==> src/rtl/fifo_pkg.sv <==
// Shared constants and bus helpers for the round-robin FIFO arbiter.
package fifo_pkg;

   localparam int unsigned FIFO_WIDTH_DEF = 8;
   localparam int unsigned NUM_REQ_DEF    = 4;
   localparam int unsigned WORD_W_DEF     = FIFO_WIDTH_DEF + 1;

   // Widest word and bus the slicing helper supports (payload up to 32 bits, 16 lanes).
   localparam int unsigned MAX_WORD_W = 33;
   localparam int unsigned MAX_BUS_W  = 16 * MAX_WORD_W;

   // Extract lane k's {valid, data} word from a zero-extended flattened bus.
   function automatic logic [MAX_WORD_W-1:0] lane_word(input logic [MAX_BUS_W-1:0] bus,
                                                       input int unsigned         k,
                                                       input int unsigned         word_w);
      logic [MAX_BUS_W-1:0]  sh;
      logic [MAX_WORD_W-1:0] mask;
      sh   = bus >> (k * word_w);
      mask = ~({MAX_WORD_W{1'b1}} << word_w);
      return sh[MAX_WORD_W-1:0] & mask;
   endfunction

endpackage

==> src/rtl/fifo_rr_arbiter_rr_pick.sv <==
// Round-robin pick: first valid lane at or after ptr, modulo N.
module rr_pick #(
   parameter int unsigned N     = 4,
   parameter int unsigned PTR_W = $clog2(N)
) (
   input  logic [N-1:0]     valid_i,
   input  logic [PTR_W-1:0] ptr_i,
   output logic             found_o,
   output logic [PTR_W-1:0] idx_o
);

   logic [N-1:0]     rot;
   logic [PTR_W-1:0] pos;

   // Rotate so that lane ptr lands at position 0.
   always_comb begin
      rot = '0;
      for (int unsigned i = 0; i < N; i++) begin
         rot[i] = valid_i[(i + int'(ptr_i)) % N];
      end
   end

   // Priority-encode the lowest set bit of the rotated vector.
   always_comb begin
      found_o = 1'b0;
      pos     = '0;
      for (int unsigned i = 0; i < N; i++) begin
         if (!found_o && rot[i]) begin
            found_o = 1'b1;
            pos     = PTR_W'(i);
         end
      end
   end

   // Un-rotate back to an absolute lane index.
   always_comb begin
      idx_o = PTR_W'((int'(pos) + int'(ptr_i)) % N);
   end

endmodule

==> src/rtl/fifo_rr_arbiter.sv <==
// Round-robin arbiter feeding one registered, valid-tagged delay stage, with per-lane lock.
module fifo_rr_arbiter
   import fifo_pkg::*;
#(
   parameter int unsigned FIFO_WIDTH = FIFO_WIDTH_DEF,
   parameter int unsigned NUM_REQ    = NUM_REQ_DEF
) (
   input  logic                            clk,
   input  logic                            rst,
   input  logic [NUM_REQ*(FIFO_WIDTH+1)-1:0] req_data_i,
   input  logic [NUM_REQ-1:0]              lock_i,
   output logic [NUM_REQ-1:0]              ready_o,
   output logic [FIFO_WIDTH:0]             data_o,
   output logic [NUM_REQ-1:0]              grant_o,
   output logic [$clog2(NUM_REQ)-1:0]      owner_o,
   output logic                            locked_o
);

   localparam int unsigned WORD_W = FIFO_WIDTH + 1;
   localparam int unsigned PTR_W  = $clog2(NUM_REQ);

   logic [NUM_REQ-1:0] valid;
   logic               pick_found;
   logic [PTR_W-1:0]   pick_idx;
   logic               lock_hit;
   logic               win_valid;
   logic [PTR_W-1:0]   win_idx;
   logic [NUM_REQ-1:0] win_onehot;
   logic [WORD_W-1:0]  win_word;
   logic [MAX_BUS_W-1:0] bus_ext;

   logic [WORD_W-1:0]  data_q,   data_d;
   logic [NUM_REQ-1:0] grant_q,  grant_d;
   logic [PTR_W-1:0]   owner_q,  owner_d;
   logic               locked_q, locked_d;
   logic [PTR_W-1:0]   ptr_q,    ptr_d;

   // Lane valid flags are the MSB of each lane word.
   always_comb begin
      valid = '0;
      for (int unsigned k = 0; k < NUM_REQ; k++) begin
         valid[k] = req_data_i[k*WORD_W + FIFO_WIDTH];
      end
   end

   rr_pick #(
      .N     (NUM_REQ),
      .PTR_W (PTR_W)
   ) u_pick (
      .valid_i (valid),
      .ptr_i   (ptr_q),
      .found_o (pick_found),
      .idx_o   (pick_idx)
   );

   // Winner selection: a held lock overrides round-robin only while the owner stays valid.
   always_comb begin
      lock_hit   = locked_q && valid[owner_q];
      win_valid  = lock_hit || pick_found;
      win_idx    = lock_hit ? owner_q : pick_idx;
      win_onehot = NUM_REQ'(1) << win_idx;
      bus_ext    = MAX_BUS_W'(req_data_i);
      win_word   = WORD_W'(lane_word(bus_ext, int'(win_idx), WORD_W));
   end

   // Next-state: register the winner, or emit a bubble and keep ptr/owner.
   always_comb begin
      data_d   = '0;
      grant_d  = '0;
      locked_d = 1'b0;
      owner_d  = owner_q;
      ptr_d    = ptr_q;
      if (win_valid) begin
         data_d   = win_word;
         grant_d  = win_onehot;
         locked_d = lock_i[win_idx];
         owner_d  = win_idx;
         ptr_d    = (win_idx == PTR_W'(NUM_REQ - 1)) ? '0 : win_idx + PTR_W'(1);
      end
   end

   // State register with asynchronous reset.
   always_ff @(posedge clk or posedge rst) begin
      if (rst) begin
         data_q   <= '0;
         grant_q  <= '0;
         owner_q  <= '0;
         locked_q <= 1'b0;
         ptr_q    <= '0;
      end else begin
         data_q   <= data_d;
         grant_q  <= grant_d;
         owner_q  <= owner_d;
         locked_q <= locked_d;
         ptr_q    <= ptr_d;
      end
   end

   // Outputs: ready is suppressed during reset so nothing is accepted and lost.
   always_comb begin
      ready_o  = (win_valid && !rst) ? win_onehot : '0;
      data_o   = data_q;
      grant_o  = grant_q;
      owner_o  = owner_q;
      locked_o = locked_q;
   end

endmodule

==> config.mk <==
export PLATFORM = sky130hd
export DESIGN_NAME = fifo_rr_arbiter
export DESIGN_NICKNAME = d
export VERILOG_FILES = /design/src/rtl/fifo_pkg.sv /design/src/rtl/fifo_rr_arbiter_rr_pick.sv /design/src/rtl/fifo_rr_arbiter.sv
export SDC_FILE = /design/constraint.sdc
export NUM_CORES = 1
export LEC_CHECK = 0
export CAP_MARGIN = 20
export CORE_UTILIZATION = 36
export CTS_CLUSTER_SIZE = 8
export DETAILED_ROUTE_END_ITERATION = 10
export GPL_TIMING_DRIVEN = 0
export PLACE_DENSITY = 0.79
export SYNTH_ARGS = -nofsm -noshare
export SYNTH_HDL_FRONTEND = slang
export SYNTH_SLANG_ARGS = --single-unit
==> constraint.sdc <==
create_clock -name clk -period 3.65 [get_ports clk]
set_input_delay 0.73 -clock clk [delete_from_list [all_inputs] [get_ports clk]]
set_output_delay 0.73 -clock clk [all_outputs]
set_load 0.005 [all_outputs]
=== Word-level counts from Yosys, hierarchy flattened ===
Index checks and enable logic that the tools add are counted.
Widths: inputs -> output; s select.

* Bits in registers: 18
* Bits of input ports: 42
* Output and inout bits: 20

* Add/subtract/negate cells: 5
* Multiply operators: 1
* Order comparisons: 6
* Eq/ne operators: 1
* Shift-type cells: 2
* Mux-type cells: 25
* Reductions and logical operators: 10

{| class="wikitable"
|+ Operators by type and width
! kind !! number
|-
| $shr 36x6->9 || 1
|-
| $lt 2x3->1 const B || 6
|-
| $bmux 1 s2 || 6
|-
| $mux 1 || 12
|-
| $mux 9 || 1
|-
| $mux 2 || 4
|-
| $mux 4 || 2
|-
| $mul 2x4->6 const B || 1
|-
| $logic_and 1x1->1 || 5
|-
| $add 2x2->2 const A || 2
|-
| $logic_not 1->1 || 4
|-
| $shl 1x2->4 const A || 1
|-
| $add 1x2->2 const A || 1
|-
| $add 2x1->2 const B || 1
|-
| $add 2x2->2 || 1
|-
| $eq 2x2->1 const B || 1
|-
| $logic_or 1x1->1 || 1
|}

=== Longest topological paths before layout ===
Gate-level depths: netlist of run 1.

* Depth after elaboration: 17
* Mapped depth: 14
* Mapped depth without buffers: 12

=== By module ===
Synthesis of run 1 repeated with hierarchy kept, for this count alone.

* Cells, all modules: 125
* Area total of the unflattened synthesis: 1182.4 µm²

{| class="wikitable"
|+ Modules (own cells, without submodules)
! module !! instances !! cells each !! area each (µm²) !! seq. area each (µm²)
|-
| fifo_rr_arbiter || 1 || 97 || 992.2 || 450.4
|-
| rr_pick || 1 || 28 || 190.2 || 0.0
|}

=== Least setup slack after synthesis of run 1 ===
OpenSTA, ideal clock, no wires.

* Path type: in2out
* From: input req_data_i[35]
* To: output ready_o[2]
* Data arrival time: 2.893 ns
* Setup slack: 0.027 ns
* Stages: 14
* Path buffers: 2
* Cells stage by stage: clkbuf_2 -> inv_1 -> nand3_1 -> o311ai_0 -> o21ai_0 -> o221ai_1 -> ha_1 -> xnor2_1 -> or4_4 -> a31oi_4 -> buf_6 -> ha_1 -> nor2b_1 -> and2_1

* Cells in the longest elaborated chain, start to end: 16
* Elaborated cells on any way between the ends: 30

{| class="wikitable"
|+ RTL lines
! element !! RTL line !! text
|-
| start, declared || fifo_rr_arbiter.sv:10 || <nowiki>input logic [NUM_REQ*(FIFO_WIDTH+1)-1:0] req_data_i,</nowiki>
|-
| $bmux 1 s2 || fifo_rr_arbiter_rr_pick.sv:19 || <nowiki>rot[i] = valid_i[(i + int'(ptr_i)) % N];</nowiki>
|-
| $mux 1 (implied by the code) || fifo_rr_arbiter_rr_pick.sv:19 ||
|-
| $mux 1 || fifo_rr_arbiter_rr_pick.sv:28 || <nowiki>if (!found_o && rot[i]) begin</nowiki>
|-
| $logic_not 1->1 || fifo_rr_arbiter_rr_pick.sv:28 ||
|-
| $logic_and 1x1->1 || fifo_rr_arbiter_rr_pick.sv:28 ||
|-
| $mux 1 || fifo_rr_arbiter_rr_pick.sv:28 ||
|-
| $logic_not 1->1 || fifo_rr_arbiter_rr_pick.sv:28 ||
|-
| $logic_and 1x1->1 || fifo_rr_arbiter_rr_pick.sv:28 ||
|-
| $mux 1 || fifo_rr_arbiter_rr_pick.sv:28 ||
|-
| $logic_not 1->1 || fifo_rr_arbiter_rr_pick.sv:28 ||
|-
| $logic_and 1x1->1 || fifo_rr_arbiter_rr_pick.sv:28 ||
|-
| $mux 2 || fifo_rr_arbiter_rr_pick.sv:28 ||
|-
| $add 2x2->2 || fifo_rr_arbiter_rr_pick.sv:37 || <nowiki>idx_o = PTR_W'((int'(pos) + int'(ptr_i)) % N);</nowiki>
|-
| $mux 2 || fifo_rr_arbiter.sv:60 || <nowiki>win_idx = lock_hit ? owner_q : pick_idx;</nowiki>
|-
| $shl 1x2->4 || fifo_rr_arbiter.sv:61 || <nowiki>win_onehot = NUM_REQ'(1) << win_idx;</nowiki>
|-
| $mux 4 (*) || fifo_rr_arbiter.sv:101 || <nowiki>ready_o = (win_valid && !rst) ? win_onehot : '0;</nowiki>
|-
| end, declared || fifo_rr_arbiter.sv:12 || <nowiki>output logic [NUM_REQ-1:0] ready_o,</nowiki>
|}

Mark *: on every way between the ends. The rest lies on a longest branch, timed or not. The select of a mux whose other input is x is not followed.

=== Final worst setup path of run 1 ===
* From: input req_data_i[26]
* To: output ready_o[2]

Same word-level chain as after synthesis.

==> results of run 1 <==
[layer usage]
| metal | global-route usage, % | part of all wire (%) |
|---|---|---|
| met5 | 0 | 0 |
| met4 | 5.98 | 1.6 |
| met3 | 5.12 | 7.6 |
| met2 | 37.8 | 55 |
| met1 | 19.1 | 36 |
[synthesized netlist by cell type (3+ instances only)]
library cell and instances:
sky130_fd_sc_hd__buf_4 3, sky130_fd_sc_hd__nor4_1 4, sky130_fd_sc_hd__nand2_1 13, sky130_fd_sc_hd__dfrtp_1 18, sky130_fd_sc_hd__nor2_1 5, sky130_fd_sc_hd__mux4_1 9, sky130_fd_sc_hd__nor2b_1 4, sky130_fd_sc_hd__and2_1 11
sky130_fd_sc_hd__ha_1 3, sky130_fd_sc_hd__nand2b_1 3
[path summary, 6_finish.rpt]
| check | startpoint | to | slack, ns | cells after the start |
|---|---|---|---|---|
| worst min register to register | owner_o[1] | owner_o[1] | 0.63 | 2 |
| worst max-delay path | req_data_i[26] | ready_o[2] | -0.08 | 14 |
| min in group asynchronous | rst | data_o[3] | 0.91 | 2 |
| max in group asynchronous | rst | data_o[7] | 2.28 | 2 |
| worst min-delay path | owner_o[1] | owner_o[1] | 0.63 | 2 |
| worst max register to register | ptr_q[0] | data_o[6] | 0.68 | 15 |
[kinds of logic (layout without fill, tap and decap cells)]
| group | count (synthesis) | count (layout) |
|---|---|---|
| multiplexers | 13 | 13 |
| AO/OA/AOI/OAI | 13 | 13 |
| buffers and inverters | 12 | 86 |
| XOR/XNOR | 1 | 1 |
| AND/OR/NAND/NOR | 45 | 45 |
| flip-flops | 18 | 18 |
| adder cells (fa/ha/maj) | 3 | 3 |
[cell usage in the layout (no fill, tap or decap), types with 2 or more instances in the layout]
cell type / synthesis / layout
sky130_fd_sc_hd__nand2_1: 13 / 12
sky130_fd_sc_hd__dfrtp_1: 18 / 18
sky130_fd_sc_hd__mux2i_1: 2 / 2
sky130_fd_sc_hd__buf_2: 1 / 3
sky130_fd_sc_hd__nor4_1: 4 / 3
sky130_fd_sc_hd__nor2b_1: 4 / 2
sky130_fd_sc_hd__and2_1: 11 / 10
sky130_fd_sc_hd__clkbuf_16: 0 / 2
sky130_fd_sc_hd__buf_6: 2 / 7
sky130_fd_sc_hd__nand2b_1: 3 / 2
sky130_fd_sc_hd__buf_4: 3 / 13
sky130_fd_sc_hd__mux4_1: 9 / 9
sky130_fd_sc_hd__clkbuf_4: 0 / 3
sky130_fd_sc_hd__clkdlybuf4s50_1: 0 / 53
sky130_fd_sc_hd__nor2_1: 5 / 4
[critical path, stage by stage]
cell	delay [ns]
sky130_fd_sc_hd__clkbuf_16	0.14
sky130_fd_sc_hd__o311ai_4	0.28
sky130_fd_sc_hd__o21ai_1	0.10
sky130_fd_sc_hd__o221ai_1	0.10
sky130_fd_sc_hd__ha_2	0.24
sky130_fd_sc_hd__xnor2_2	0.07
sky130_fd_sc_hd__or4_4	0.43
sky130_fd_sc_hd__a31oi_4	0.23
sky130_fd_sc_hd__buf_6	0.12
sky130_fd_sc_hd__buf_6	0.10
sky130_fd_sc_hd__ha_4	0.11
sky130_fd_sc_hd__nor2b_4	0.12
sky130_fd_sc_hd__and2_4	0.15
sky130_fd_sc_hd__buf_6	0.09
[power groups by stage]
stage          clock [mW]  combinational, mW  sequential (mW)
6_report           0.0957               1.53            0.360
5_1_grt             0.106               1.66            0.372
4_1_cts            0.0998               1.41            0.360
3_5_place_dp            0               1.25            0.364
3_3_place_gp            0               1.20            0.361
2_1_floorplan           0              0.831            0.369
[area by class of cell]
class	count	area share [%]
Buffer	9	5.79
Tap cell	44	2.60
Multi-Input combinational cell	75	36.9
Clock buffer	3	1.06
Timing Repair Buffer	71	31.8
Sequential cell	18	21.3
Inverter	3	0.650
[repair_timing]
item | CTS | global route
pin swaps | 6 | 7
gates cloned | 0 | 1
setup endpoints to repair | 4 | 4
gates resized for setup | 43 | 6
buffers inserted | 8 | 5
[per-stage QoR]
| step | power (mW) | std cells | instance area [µm²] |
|---|---|---|---|
| floorplan | 1.20 | 105 | 1220 |
| global placement | 1.56 | 206 | 1850 |
| detailed placement | 1.62 | 206 | 1850 |
| CTS | 1.87 | 217 | 2030 |
| global route | 2.14 | 223 | 2120 |
| finish | 1.99 | 223 | 2120 |
[flip-flops by register name, summed over array words and instances (netlist names)]
name,flops
owner_o,2
locked_o,1
ptr_q,2
grant_o,4
data_o,9
==> results.txt, run 1 <==
The flow ran to the end, but the final reports show violations. The checks that failed: setup timing. The tools report the global placement routability congestion as 0.751. Synthesis handed over a netlist of 105 instances.

Row generation in the floorplan step produced 20 rows. The number of antenna-violating nets in the routed design was 0. The worst path uses 102% of the clock period. The relative contribution of sequential cells to total power came out at 18.1%. Cell chosen for the clock root: sky130_fd_sc_hd__clkbuf_4. After synthesis, the largest area contributor takes up 36.8% of total cell area. Average via count per standard cell: 5.33. The TritonCTS buffer count came out at 3. The final setup slack of the worst path is -0.0821 ns, and the xor/xnor share of the synthesized area is 0.715%.

Buffers inserted to repair hold after CTS numbered 0. The first routing iteration left 81 violations. Yosys attributes the largest share of cell area to sky130_fd_sc_hd__dfrtp_1 (37%), sky130_fd_sc_hd__mux4_1 (19%), sky130_fd_sc_hd__and2_1 (5.6%).

Counting the fill cells in the layout gives 249. The final layout contains 226 nets. The run gives 67.7% as the final core utilization.

The post-detailed-route wirelength per cell works out to 15.2 µm. Summing the areas of all and, or, nand and nor instances in the mapped netlist gives 19.6% of the synthesized area. The number of failing setup endpoints in the final timing report was 4; the total area of sequential cells was 450 µm².

The max-slew headroom at the worst pin came out at 38.7%. The logs give 1 for the H-tree depth and 150 for the net count of the mapped netlist. The highest clock frequency the design can meet was 268 MHz; the die boundary width was 60.3 µm. The multi-input combinational cells in the finished layout cover a total of 781 µm². The worst hold margin was 0.631 ns. Once the floorplan was initialized, standard cells occupied 39.2% of the core. The number of antenna violations at the first check in global routing is 0. The total number of vias was 1,189; the power density normalized to cell area was 940 mW/mm².

The number of hold violations in the final report is 0, and the mux share of post-synthesis cell area is 23.7%. CTS saw 18 sinks. The run gives 1,208 as the number of global-route vias before repair. The capturing element type of the critical path was an output pin. The internal power contribution is 1.30 mW, and the synthesized flop and latch total is 18. The core region is 0.00313 mm². Clock latency on the worst-skew pair, taken at its later pin, is 0.29 ns. The run gives 0.00122 mm² as the netlist area before placement. At the pin with the least slew margin, the transition time is 0.911 ns.

Net switching is 34.7% of the power. In this run the worst path has a maximum fanout of 5. STA classifies the critical path startpoint as an input port. The biggest area contributor in the post-synthesis netlist is sky130_fd_sc_hd__dfrtp_1. The worst-case IR drop observed on VDD is 448 µV.

The first detailed-routing pass took 4 iterations. The largest family of logic cells by synthesized area was multiplexers. The final total negative setup slack is -0.122 ns. The die area is 0.00364 mm², and the worst setup slack after placement is -0.789 ns.

In this run, synthesis inferred 0 flip-flops with an integrated enable. Setup repair after global routing could not meet its margin everywhere. The first global-routing pass estimated 5.02 mm of wire. Across the run, the number of max-cap violations was 0. The number of pins exceeding their max-slew limit in the final report is 0, and the ratio of cells with drive above 1 in the final layout is 27.4%. The clock network burns 4.8% of the power. For this run, the register share of the synthesized area comes to 36.8%. The fraction of synthesis flops using an asynchronous set or reset pin is 100%.

Most frequently used flop master after synthesis: sky130_fd_sc_hd__dfrtp_1. The residual DRC count is 0, and the setup clock skew after layout is 0.00755 ns. In this run the static leakage power is 0.898 nW. After detailed routing, the total wire length is 3.39 mm. The count of port buffers added during placement works out to 57.

The path class of the tightest hold or removal check is flip-flop to flip-flop. The required time at the endpoint of the critical path came out at 2.92 ns. The wire-length estimate of the detail-placed layout is 2.33 mm. In this run the count of I/O pins placed on the die edge is 62.

Total congestion overflow after global routing: 0. TritonCTS built the clock tree. The critical path is of the input port to output pin type. Yosys printed 0 warnings.

The fraction of the mapped netlist area in adder cells came out at 3.06%. STA puts the critical path data arrival time at 3.00 ns. For the net switching power of the design, the log shows 0.690 mW. After clock tree synthesis, the clock-pin slew on the worst setup and hold paths is 0.10 ns. The area growth from synthesis to layout is 72.9%. Synthesis instantiated 37 different standard cells from the library. The compound-cell area share of the yosys netlist works out to 10.0%. The overall fraction of global-route tracks in use was 19.1%. The vertical extent of the die is 60.3 µm, and the mean instance size in the synthesized netlist is 11.7 µm². The final critical delay including setup and external delays was 3.73 ns.

The final antenna diode count came out at 0. In this run, the combinational gates consume 77.1% of the power. The maximum number of pins on one net before global-route repair was 21; the deepest clock path buffer count was 2.
No activity file was read; power rests on OpenSTA's default activity.
==> run 2: changes to the inputs <==
- TNS_END_PERCENT: default -> 20
==> results.txt, run 2 (synthesis results as in run 1) <==
Average via count per standard cell: 5.24 (-1.7%). The number of pins exceeding their max-slew limit in the final report was 0 (unchanged). The share of total power in combinational logic is 76.4% (-0.7 points), and the residual DRC count is 0 (unchanged). The switching share of power came out at 34.9% (+0.18 points). The setup clock skew after layout is 0.00792 ns (+0.000364 ns). The total of max-cap violations was 0 (unchanged); the number of flip-flops in the largest register was 9 (unchanged). The first-pass GRT wire length was 5.02 mm (unchanged). Post-route standard cell area excluding fillers: 0.00210 mm² (-0.89%). The count of standard-cell rows came out at 20 (unchanged). The peak ir drop on the vdd network came out at 428 µV (-4.4%). Maximum number of pins on one net before global-route repair: 21 (unchanged). The tree is rooted in a sky130_fd_sc_hd__clkbuf_4. The clock sink count was 18 (unchanged); the maximum net fanout on the critical path was 5 (unchanged). The logs give 1.26 mW (-3.3%) for the internal power contribution and 62 (unchanged) for the top-level I/O count. For the TritonCTS buffer count, the log shows 3 (unchanged).

The power density normalized to cell area was 919 mW/mm² (-2.2%). The startpoint type of the worst setup path is an input port. Number of cells on the worst hold path: 2 (unchanged).

The internal reg-to-reg setup slack was 0.69 ns (about the same); the count of port buffers added during placement was 57 (unchanged). For the worst endpoint data arrival time, the log shows 2.99 ns (about the same). In this run the most critical hold path is launched from owner_o[0]. The kind of path behind the tightest hold check is flip-flop to flip-flop.

The worst register-to-register path ends at data_o[6]. The final critical delay including setup and external delays works out to 3.72 ns (-0.0164 ns). The tools report the number of hold buffers added after CTS as 0 (unchanged). The ratio of cells with drive above 1 in the final layout was 26.6% (-0.82 points). In the layout the commonest cells are sky130_fd_sc_hd__clkdlybuf4s50_1 (53), sky130_fd_sc_hd__dfrtp_1 (18), sky130_fd_sc_hd__nand2_1 (12), sky130_fd_sc_hd__buf_4 (12), sky130_fd_sc_hd__and2_1 (10). The post-detailed-route wirelength per cell came out at 14.9 µm (-2.2%). Instance area at placement: 0.00185 mm² (unchanged). The clock latency on the worst-skew pair came out at 0.29 ns (about the same). Die boundary width: 60.3 µm (unchanged). The required time at the endpoint of the critical path is 2.92 ns (about the same).

The tools report the overall fraction of global-route tracks in use as 19.1% (unchanged). The tools report the number of antenna-violating nets in the routed design as 0 (unchanged). Deepest clock path buffer count: 2 (unchanged).

The run finished, with violations left. The H-tree depth was 1 (unchanged); the total number of vias was 1,158 (-2.6%). The run gives 0 (unchanged) as the total congestion overflow after global routing. Setup repair after global routing could not meet its margin everywhere. The worst setup path is captured at an output pin.

The depth of the worst register-to-register path came out at 15 (unchanged). The worst hold endpoint is owner_o[0]. The starting DRC count in detailed routing is 109 (+35%), and the final total negative setup slack is -0.0657 ns (+0.0560 ns). The transition time at the pin with the least slew margin was 0.919 ns (+0.00788 ns); the number of nets in the finished design was 224 (-0.88%). Relative to the synthesized area, the layout overhead comes to 71.4%. The net switching power of the design was 0.672 mW (-2.5%). Max-slew headroom at the worst pin: 38.2% (-0.53 points). The final reports fail on setup timing.

The final setup slack of the worst path is -0.0657 ns (+0.0164 ns), and the cell leakage power is 0.887 nW (-1.2%). Number of antenna violations at the first check in global routing: 0 (unchanged). The worst setup slack after placement came out at -0.789 ns (unchanged). The run gives 3.29 mm (-3.1%) as the total routed wirelength.

The run gives 0 (unchanged) as the final antenna diode count. The starting density of the core is 39.2% (unchanged), and the share of the clock period used by the worst path is 102% (-0.45 points). The logs give 0.00364 mm² (unchanged) for the die area and 2.33 mm (unchanged) for the HPWL after detailed placement. The global placement routability congestion is 0.751 (unchanged).

The clock-pin slew on the worst setup and hold paths is 0.09 ns (about the same). The core region area is 0.00313 mm² (unchanged). The highest clock frequency the design can meet was 269 MHz (+0.44%).

Relative contribution of sequential cells to total power: 18.6% (+0.5 points). TritonCTS built the clock tree. Critical path class: input port to output pin. The commonest non-fill, non-tap cell in the layout was sky130_fd_sc_hd__clkdlybuf4s50_1. Vertical extent of the die: 60.3 µm (unchanged). The startpoint identified for the worst register-to-register timing path is ptr_q[0]. For the clock share of power, the log shows 5.0% (+0.2 points).

The number of hold violations in the final report is 0 (unchanged). The logs give 1 (-3) for the number of failing setup endpoints in the final timing report and 1,208 (unchanged) for the number of global-route vias before repair. The run gives 3 (-1) as the detailed-router iteration count before antenna repair.
-- run 2: through the flow --
step	hold slack, ns	cells	util (%)	power (mW)
floorplan	0.550	105	-	1.20
global placement	0.559	206	59.2	1.56
detailed placement	0.590	206	59.2	1.62
CTS	0.612	217	64.9	1.87
global route	0.649	221	67.1	2.08
finish	0.611	221	67.1	1.93
-- run 2: final cells by class --
cell class                 count  area (µm²)
buffer                         9         123
clock buffer                   3        22.5
fill                         251        1030
inverter                       3        13.8
multi-input combinational     75         781
sequential                    18         450
tap                           44        55.1
timing repair buffer          69         654
-- run 2: worst max-delay path by stage --
stage | from | end | cells after the start
after CTS | req_data_i[35] | ready_o[2] | 15
after global placement | req_data_i[35] | ready_o[3] | 15
after global routing | req_data_i[26] | ready_o[2] | 14
final | req_data_i[26] | ready_o[2] | 14
after detailed placement | req_data_i[35] | ready_o[3] | 14
after floorplan | req_data_i[35] | ready_o[2] | 14
-- run 2: repair_timing --
item | 4_1_cts | 5_1_grt
buffers inserted | 8 | 3
gates cloned | 0 | 1
setup endpoints to repair | 4 | 4
gates resized for setup | 43 | 5
pin swaps | 6 | 7
-- run 2: power by group through the flow --
stage	clock [mW]	sequential, mW	combinational, mW
floorplan	0	0.369	0.831
detailed placement	0	0.364	1.25
global placement	0	0.361	1.20
CTS	0.0998	0.360	1.41
finish	0.0970	0.359	1.47
global route	0.105	0.372	1.60
-- run 2: worst max-delay path: stages --
cell,delay (ns)
sky130_fd_sc_hd__clkbuf_16,0.14
sky130_fd_sc_hd__o311ai_4,0.28
sky130_fd_sc_hd__o21ai_1,0.10
sky130_fd_sc_hd__o221ai_1,0.09
sky130_fd_sc_hd__ha_2,0.23
sky130_fd_sc_hd__xnor2_2,0.07
sky130_fd_sc_hd__or4_4,0.43
sky130_fd_sc_hd__a31oi_4,0.23
sky130_fd_sc_hd__buf_6,0.12
sky130_fd_sc_hd__buf_6,0.10
sky130_fd_sc_hd__ha_4,0.11
sky130_fd_sc_hd__nor2b_4,0.12
sky130_fd_sc_hd__and2_4,0.15
sky130_fd_sc_hd__buf_6,0.09
-- run 2: routing by layer --
layer | vias up | wire length (µm) | GRT usage, %
met4 | 0 | 54 | 5.98
li1 | 537 | - | -
met5 | - | 0 | 0
met1 | 563 | 1170 | 19.1
met2 | 52 | 1820 | 37.8
met3 | 6 | 246 | 5.12
==> run 3: changes to the inputs <==
- HOLD_SLACK_MARGIN: default -> 0.03
==> results of run 3 <==
The final DEF is identical to that of run 2; final timing and power are the same.
